===== src/rtl/seq_divider.sv =====
// Sequential unsigned restoring divider: Din / D, one quotient bit per clock.
// The divisor register D is loaded separately and stays frozen while a division runs.
module seq_divider #(
   parameter int WIDTH = 8
) (
   input  logic             Clk,
   input  logic             Reset,
   input  logic             Execute,
   input  logic             Load_Dvsr,
   input  logic [WIDTH-1:0] Din,
   output logic [WIDTH-1:0] Quotient,
   output logic [WIDTH-1:0] Remainder,
   output logic             Busy,
   output logic             Done,
   output logic             Div_By_Zero
);

   // state | meaning
   // IDLE  | waiting for Execute; Load_Dvsr may update D
   // ITER  | one shift-subtract step per cycle, WIDTH steps total
   // DONE  | results final; held until Execute drops
   typedef enum logic [1:0] {
      IDLE = 2'd0,
      ITER = 2'd1,
      DONE = 2'd2
   } state_t;

   localparam int CNT_W = (WIDTH > 1) ? $clog2(WIDTH) : 1;
   localparam logic [CNT_W-1:0] CNT_LAST = CNT_W'(WIDTH - 1);

   state_t           state_q, state_d;
   logic [CNT_W-1:0] cnt_q, cnt_d;
   logic [WIDTH-1:0] dvsr_q, dvsr_d;
   logic [WIDTH-1:0] quot_q, quot_d;
   logic [WIDTH-1:0] rem_q, rem_d;
   logic             dbz_q, dbz_d;
   logic [WIDTH:0]   trial;
   logic             q_bit;

   always_ff @(posedge Clk) begin
      if (Reset) begin
         state_q <= IDLE;
         cnt_q   <= '0;
         dvsr_q  <= '0;
         quot_q  <= '0;
         rem_q   <= '0;
         dbz_q   <= 1'b0;
      end else begin
         state_q <= state_d;
         cnt_q   <= cnt_d;
         dvsr_q  <= dvsr_d;
         quot_q  <= quot_d;
         rem_q   <= rem_d;
         dbz_q   <= dbz_d;
      end
   end

   always_comb begin
      state_d = state_q;
      cnt_d   = cnt_q;
      dvsr_d  = dvsr_q;
      quot_d  = quot_q;
      rem_d   = rem_q;
      dbz_d   = dbz_q;
      trial   = {rem_q, quot_q[WIDTH-1]};
      q_bit   = 1'b0;

      unique case (state_q)
         IDLE: begin
            if (Execute) begin
               if (dvsr_q != '0) begin
                  quot_d  = Din;
                  rem_d   = '0;
                  cnt_d   = '0;
                  dbz_d   = 1'b0;
                  state_d = ITER;
               end else begin
                  quot_d  = '1;
                  rem_d   = Din;
                  dbz_d   = 1'b1;
                  state_d = DONE;
               end
            end else if (Load_Dvsr) begin
               dvsr_d = Din;
            end
         end
         ITER: begin
            // Remainder < D before every step, so T - D always fits in WIDTH bits
            // and the low bits of the narrow subtraction are exact.
            if (trial >= {1'b0, dvsr_q}) begin
               rem_d = trial[WIDTH-1:0] - dvsr_q;
               q_bit = 1'b1;
            end else begin
               rem_d = trial[WIDTH-1:0];
            end
            quot_d = {quot_q[WIDTH-2:0], q_bit};
            cnt_d  = cnt_q + 1'b1;
            if (cnt_q == CNT_LAST) begin
               state_d = DONE;
            end
         end
         DONE: begin
            if (!Execute) begin
               state_d = IDLE;
            end
         end
         default: state_d = IDLE;
      endcase
   end

   assign Quotient    = quot_q;
   assign Remainder   = rem_q;
   assign Div_By_Zero = dbz_q;
   assign Busy        = (state_q == ITER);
   assign Done        = (state_q == DONE);

endmodule


===== config.mk =====
export PLATFORM = sky130hd
export DESIGN_NAME = seq_divider
export DESIGN_NICKNAME = d
export VERILOG_FILES = /design/src/rtl/seq_divider.sv
export SDC_FILE = /design/constraint.sdc
export NUM_CORES = 1
export LEC_CHECK = 0
export CORE_UTILIZATION = 40
export CTS_CLUSTER_SIZE = 24
export DETAILED_ROUTE_END_ITERATION = 8
export PLACE_DENSITY_LB_ADDON = 0.2
export RECOVER_POWER = 50
export SETUP_SLACK_MARGIN = 0.1
export SYNTH_ARGS = -nofsm -noshare
export SYNTH_HDL_FRONTEND = slang
export SYNTH_SLANG_ARGS = --single-unit

===== constraint.sdc =====
create_clock -name Clk -period 2.6 [get_ports Clk]
set_input_delay 0.78 -clock Clk [delete_from_list [all_inputs] [get_ports Clk]]
set_output_delay 0.78 -clock Clk [all_outputs]
set_load 0.1 [all_outputs]

# --- After elaboration in Yosys (flattened, before gate mapping) ---
# Index checks and enable logic that the tools add are counted.
totals:
  ff_bits: 30
  in_bits: 12
op_classes:
  n_mux: 17
  n_eq_ne: 7
  n_reduce_logical: 8
  bitwise: 1
  order_cmp: 1
  add_sub_neg: 2
op_table:
  columns: ["op", "count"]
  rows:
  - ["$mux W8", 5]
  - ["$pmux W8 S2", 2]
  - ["$ge A9 B8 Y1", 1]
  - ["$reduce_and A3 Y1", 3]
  - ["$mux W2", 4]
  - ["$reduce_bool A8 Y1", 1]
  - ["$sub A8 B8 Y8", 1]
  - ["$mux W3", 2]
  - ["$ne A2 B2 Y1 const B", 3]
  - ["$pmux W2 S3", 1]
  - ["$pmux W3 S2", 1]
  - ["$reduce_and A2 Y1", 2]
  - ["$add A3 B1 Y3 const B", 1]
  - ["$eq A3 B3 Y1 const B", 1]
  - ["$eq A2 B1 Y1 const B", 1]
  - ["$eq A2 B2 Y1 const B", 1]
  - ["$logic_not A2 Y1", 1]
  - ["$mux W1", 2]
  - ["$ne A2 B1 Y1 const B", 1]
  - ["$reduce_bool A2 Y1", 1]
  - ["$not A1 Y1", 1]

# --- Depth between registers and ports, before layout ---
# Gate-level depths: netlist of run 1.
depth:
  ltp_word: 4
  ltp_mapped: 8
  depth_no_buf: 8

# --- Worst setup path before layout of run 1 ---
# OpenSTA, ideal clock, no wires.
synth_timing:
  kind: "register to register"
  startpoint: "reg quot_q[7] (netlist: Quotient[7])"
  endpoint: "reg rem_q[6] (netlist: Remainder[6])"
  setup_time_ns: 0.103
  path_stages_with_launch: 9
  arrival_ns: 2.811
  synth_period_minus_slack_ns: 2.915
  slack_ns: -0.315
  required_ns: 2.497
  path_buffers: 0
  cell_sequence: "dfxtp_1 > inv_1 > ha_1 > fa_1 > nand2b_1 > a2111oi_0 > a311o_1 > mux2i_1 > a2111oi_2"
synth_via:
  elab_chain_cells: 3
synth_rtl:
  columns: ["element", "line_no", "source"]
  rows:
  - ["start: declaration", "34", "logic [WIDTH-1:0] quot_q, quot_d;"]
  - ["start signal: assignment", "52", "quot_q <= quot_d;"]
  - ["$sub A8 B8 Y8 / $ge A9 B8 Y1 (equally long branches)", "91, 90", null]
  - ["$mux W8 *", "90", "if (trial >= {1'b0, dvsr_q}) begin"]
  - ["$pmux W8 S2 *", "68", "unique case (state_q)"]
  - ["end signal: assignment", "53", "rem_q <= rem_d;"]
  - ["end: declaration", "35", "logic [WIDTH-1:0] rem_q, rem_d;"]
# Mark *: on every way between the ends. The rest lies on a longest branch, timed or not.
# A chain may end at the register's enable or synchronous reset.

# --- Worst setup path after layout of run 1 ---
# Ends and elaborated chain as after synthesis.

==> reports/results.ini, run 1 <==
[worst_setup_path]
arrival_ps=2460
critical_path.max_fanout=4
critPathLaunchType=flip-flop
r2r-start=Quotient[7]
critical_path_class=reg2reg
cp-startpoint=Quotient[7]
r2r_end=Remainder[6]
regToRegSetupSlack_ps=310
cp.required_ps=2780
reg2reg_depth=8
endpoint_kind=flip-flop

[placed_design]
place_congestion=0.837
dpl.hpwl_um=3800
numPortBuffers=30
dpl_worst_slack_ps=235

[yosys]
synthArstFlopShare_pct=0
syn_area_sq_um=1880
postSynthCellCount=240
synthTopCellsByArea=dfxtp_1, a21oi_1, ha_1
yosysTopAreaCellShare_pct=31.9
synth_seq_cells=30
syn_nets=263
yosysUniqueCellTypes=47
seq_area_frac_synth_pct=31.9
synth_enable_flop_cells=0
synth_ff_type=dfxtp_1
ys_warn_count=0
synth.largest_area_cell=dfxtp_1
postSynthAreaPerCell_sq_um=7.84

[floorplanning]
fp.dieH_um=70.6
row_count=24
ios=31
die-area_sq_um=4980
floorplan.initialDensity_pct=42.3
fp.dieW_um=70.6
core_sq_um=4440

[clock_network]
cts_tree=yes
clock_sinks=30
cts_root_buf=clkbuf_8
clk_latency_ps=270
cts_buffer_depth=2
numCtsBuffers=5
cts_max_level=2
clk_pin_slew_worst_paths_ps=60

[global_routing]
grt_pass1_vias=1753
grtUsageTotal_pct=21.4
grt_pass1_wl_um=8530
grt.overflow.total=0
antenna_found_initial=0
grt_max_degree=19

[pwr]
vdd_drop_max_v=0.000453
p_per_area_nw_per_um2=925
p_leak_nw=0.873

[detailed_routing]
antenna_left=0
routed_wl_um=4980
vias=1830
via_per_inst=5.60
first_pass_iters=6
remaining_drc_errors=2
drtIter0Drc=83
routedWlPerCell_um=15.2

[min_path]
whs_endpoint=dvsr_q[2]
min_from=dvsr_q[2]
hold_depth=2
hp-class=reg2reg

[timing]
fmax_ghz=0.437
slew_violations=0
finalHoldViolCount=0
grt_setup_unrepaired=false
finalSetupViolCount=0
period_share_pct=88.0
tightest_slew_ps=1160
slew_headroom_pct=22.8
setup-tns-final_ps=0
fin_skew_ps=4.53
fin_crit_ps=2290
layout_setup_ws_ps=311

[cells_and_area]
synthToLayoutAreaGrowth_pct=20.6
nets=298
num_antenna_cells=0
drive_above_1_share_pct=14.2

[job]
maxCapViolations=0

[outcome]
status=complete, but fails checks
violations=design-rule violations

## metal layers
metal	GRT usage, %	vias up	wire length [um]
met5	0	-	0
met4	4.00	0	25
met3	4.27	2	245
met2	35.5	50	2300
met1	29.3	843	2420
li1	-	935	-
## worst max path at each step
| stage | end | slack (ps) | cells after the start |
|---|---|---|---|
| floorplan | Remainder[6] | 40 | 8 |
| global placement | Quotient[1] | 250 | 6 |
| detailed placement | Quotient[2] | 240 | 6 |
| CTS | Remainder[5] | 310 | 7 |
| global route | Remainder[5] | 130 | 7 |
| finish | Remainder[6] | 310 | 8 |
## sequential cells by signal (all words and copies together), names as in the netlist
signal       cells
Div_By_Zero      1
Quotient         8
Remainder        8
cnt_q            3
dvsr_q           8
state_q          2
## kinds of logic (layout without fill, tap and decap cells)
kind of cell,Yosys count,count (layout),synth area share [%]
simple gates,91,91,24.9
compound gates,78,78,27.9
flops,30,30,31.9
buf+inv,26,61,5.52
fa+ha+maj,11,11,7.72
xor+xnor,2,2,0.932
mux,2,2,1.06
## placed cells by master, fill, tap and decap left out, types with 6 or more instances in the layout
cell / Yosys / final
nor2_1: 28 / 28
dfxtp_1: 30 / 25
nand3_1: 7 / 7
nand3b_1: 6 / 6
ha_1: 10 / 10
a211oi_1: 7 / 7
clkbuf_1: 5 / 14
a21oi_1: 34 / 34
buf_4: 0 / 7
nand2_1: 25 / 25
inv_1: 14 / 14
clkdlybuf4s50_1: 0 / 10
clkbuf_2: 0 / 8
## critical path, cell delays in order (launching register included)
cell       delay (ps)
dfxtp_2           350
inv_1              50
ha_1              220
fa_1              380
nand2b_1          210
a2111oi_1         390
a311o_1           160
mux2i_1            80
a2111oi_2         350
## layout make-up
cell class / instances / area [sq um]
tap: 52 / 65.1
timing repair buffer: 40 / 288
multi-input combinational: 184 / 1180
sequential: 30 / 607
inverter: 14 / 52.6
clock buffer: 7 / 76.3
fill: 464 / 2180
## Yosys cell counts, types with 2 or more instances
| library cell | number |
|---|---|
| nand3_1 | 7 |
| ha_1 | 10 |
| a22oi_1 | 5 |
| nand2b_1 | 5 |
| a221oi_1 | 2 |
| nor2_1 | 28 |
| clkbuf_1 | 5 |
| nand3b_1 | 6 |
| dfxtp_1 | 30 |
| nor4_2 | 2 |
| nor2b_1 | 4 |
| or3_1 | 5 |
| a2111oi_0 | 2 |
| a311oi_1 | 4 |
| xnor2_1 | 2 |
| o22ai_1 | 4 |
| a21oi_1 | 34 |
| buf_2 | 5 |
| nand2_1 | 25 |
| mux2i_1 | 2 |
| o21ai_0 | 3 |
| inv_1 | 14 |
| a21o_1 | 2 |
| o21ai_1 | 2 |
| a2111oi_2 | 2 |
| a21oi_2 | 2 |
| buf_1 | 2 |
| a211oi_1 | 7 |
## power breakdown
group | switching (mW) | internal, mW
clock network | 0.164 | 0.184
logic | 0.827 | 0.331
registers | 0.0651 | 0.527
total | 1.06 | 1.04
## stage by stage
stage / util, % / area, sq um / std cells / hold WS, ps / power (mW)
after global routing: 51.0 / 2270 / 327 / 521 / 2.23
after floorplan: - / 1900 / 240 / 459 / 1.52
final: 51.0 / 2270 / 327 / 486 / 2.10
after detailed placement: 50.8 / 2260 / 320 / 475 / 1.79
after CTS: 52.5 / 2330 / 327 / 484 / 2.14
after global placement: 50.8 / 2260 / 320 / 469 / 1.79
## timing repair
| action | 4_1_cts | 5_1_grt |
|---|---|---|
| gates resized for setup | 0 | 1 |
| hold buffers | 0 | 0 |
| buffers inserted | 0 | 0 |
| setup endpoints to repair | 0 | 1 |
Power figures use the tool's default switching activity.
==> run 2: changes to the inputs <==
--- a/config.mk
+++ b/config.mk
@@ -11,6 +11,7 @@
 export PLACE_DENSITY_LB_ADDON = 0.2
 export RECOVER_POWER = 50
 export SETUP_SLACK_MARGIN = 0.1
+export SKIP_CTS_REPAIR_TIMING = 1
 export SYNTH_ARGS = -nofsm -noshare
 export SYNTH_HDL_FRONTEND = slang
 export SYNTH_SLANG_ARGS = --single-unit
==> results of run 2 <==
Same layout as run 1: the final DEF is identical, and so are final timing and power.
==> run 3: changes to the inputs <==
--- a/config.mk
+++ b/config.mk
@@ -8,7 +8,8 @@
 export CORE_UTILIZATION = 40
 export CTS_CLUSTER_SIZE = 24
 export DETAILED_ROUTE_END_ITERATION = 8
-export PLACE_DENSITY_LB_ADDON = 0.2
+export HOLD_SLACK_MARGIN = 0.1
+export PLACE_DENSITY = 0.75
 export RECOVER_POWER = 50
 export SETUP_SLACK_MARGIN = 0.1
 export SKIP_CTS_REPAIR_TIMING = 1
==> run 3 against run 2 <==
Largest power group unchanged. Cell count up 0.31%. Count of clock-buffer cells in the layout stayed put. Worst hold slack gained 5.7 ps. Core utilization increased by 0.20 points. Wire length shrank 2.0%. Sequential cell count unchanged. Sequential power about the same. Clock power increased by 1%. Via count is 0.49% higher. Die area stayed put. The flow still finishes with violations (design-rule violations).
==> reports/results.ini, run 3 (synthesis results as in run 1) <==
[outcome]
status=complete, but fails checks
violations=design-rule violations

[global_routing]
use_met1_pct=28.8
busiest_layer=met2
grt_use_met3_pct=3.85
grtUsageTotal_pct=20.8
gr-usage-met2_pct=32.1
grt_pass1_vias=1734
grt.overflow.total=0
antenna_found_initial=0
grt_pass1_wl_um=8240
grt_max_degree=20

[placed_design]
dpl.hpwl_um=3710
place_inst=321
place_congestion=0.825
numPortBuffers=30

[clock_network]
clk_latency_ps=280
clk_pin_slew_worst_paths_ps=60
numCtsBuffers=5
cts_root_buf=clkbuf_8
cts_buffer_depth=2
cts_tree=yes
clock_sinks=30
cts_max_level=2

[detailed_routing]
first_pass_iters=6
routed_wl_um=4880
antenna_left=0
drtIter0Drc=95
routedWlPerCell_um=14.9
vias=1839
via_per_inst=5.61
remaining_drc_errors=4

[min_path]
hp-class=reg2reg

[floorplanning]
core_sq_um=4440
die-area_sq_um=4980
fp.dieW_um=70.6
floorplan.initialDensity_pct=42.3
fp.dieH_um=70.6
row_count=24
ios=31

[cells_and_area]
fillers=436
final_common_cell=a21oi_1
nets=299
ff_latch_area_sq_um=607
fin_cells=328
drive_above_1_share_pct=15.6
finish.utilization_pct=51.2
synthToLayoutAreaGrowth_pct=21.1
num_antenna_cells=0
multiInputGateArea_sq_um=1170
final_cell_mix=a21oi_1, nor2_1, dfxtp_1, nand2_1, inv_1

[worst_setup_path]
crit_path_max_incr_delay_ps=400
cp.required_ps=2780
critical_path_class=reg2reg
critical_path.max_fanout=4
critPathLaunchType=flip-flop
endpoint_kind=flip-flop
cpMaxStageDelayCell=fa_1
arrival_ps=2510
crit_chain=inv_1 > ha_1 > fa_1 > nand2b_1 > a2111oi_1 > a311o_1 > mux2i_1 > a2111oi_2

[timing]
fin_crit_ps=2330
tightest_slew_ps=1170
fmax_ghz=0.429
slew_violations=0
finalSetupViolCount=0
grt_setup_unrepaired=false
slew_headroom_pct=22.6
finalHoldViolCount=0
period_share_pct=89.6
fin_skew_ps=8.81
setup-tns-final_ps=0

[job]
maxCapViolations=0

[pwr]
p_leak_nw=0.890
p_per_area_nw_per_um2=926
vdd_drop_max_v=0.000415

run 3: changes by cell type in the layout (fill, tap and decap cells not counted), sizes merged:
| cell | change |
|---|---|
| buf | +3 |
| clkbuf | -2 |
run 3: critical path, delay by kind of cell, from the launching register on:
| kind | cells | cell delay (ps) |
|---|---|---|
| AO/OA/AOI/OAI | 3 | 880 |
| adder cells (fa/ha/maj) | 2 | 630 |
| buffers and inverters | 1 | 50 |
| flip-flops | 1 | 350 |
| multiplexers | 1 | 100 |
| AND/OR/NAND/NOR | 1 | 220 |
run 3: area by class of cell:
cell class,count,share of cell area (%)
Sequential cell,30,26.6
Clock buffer,7,3.35
Multi-Input combinational cell,184,51.5
Inverter,14,2.31
Timing Repair Buffer,41,13.3
Tap cell,52,2.86
run 3: path summary, 6_finish.rpt:
check / startpoint / slack [ps] / cells past startpoint / to
worst max-delay path: Quotient[7] / 270 / 8 / Remainder[6]
worst min-delay path: dvsr_q[5] / 490 / 2 / dvsr_q[5]
worst max register to register: Quotient[7] / 270 / 8 / Remainder[6]
worst min register to register: dvsr_q[5] / 490 / 2 / dvsr_q[5]
run 3: report_power, final:
group          total (mW)  switching [mW]  internal (mW)  leakage [nW]
logic                1.17           0.829          0.337         0.603
clock network       0.352           0.168          0.184        0.0383
registers           0.589          0.0619          0.527         0.248
total                2.11            1.06           1.05         0.890
run 3: metal layers:
layer / share of wire [%] / routed length [um] / vias to the layer above
li1: - / - / 941
met1: 49 / 2390 / 834
met2: 44 / 2160 / 56
met3: 4.8 / 234 / 8
met4: 2.0 / 97 / 0
met5: 0 / 0 / -
run 3: through the flow:
stage | worst slack, ps | instance area (sq um) | total power, mW | hold WS (ps)
3_3_place_gp | 225 | 2260 | 1.78 | 484
4_1_cts | 233 | 2340 | 2.15 | 495
6_report | 270 | 2280 | 2.11 | 492
2_1_floorplan | 40.1 | 1900 | 1.52 | 459
5_1_grt | 132 | 2280 | 2.23 | 520
3_5_place_dp | 149 | 2260 | 1.79 | 488
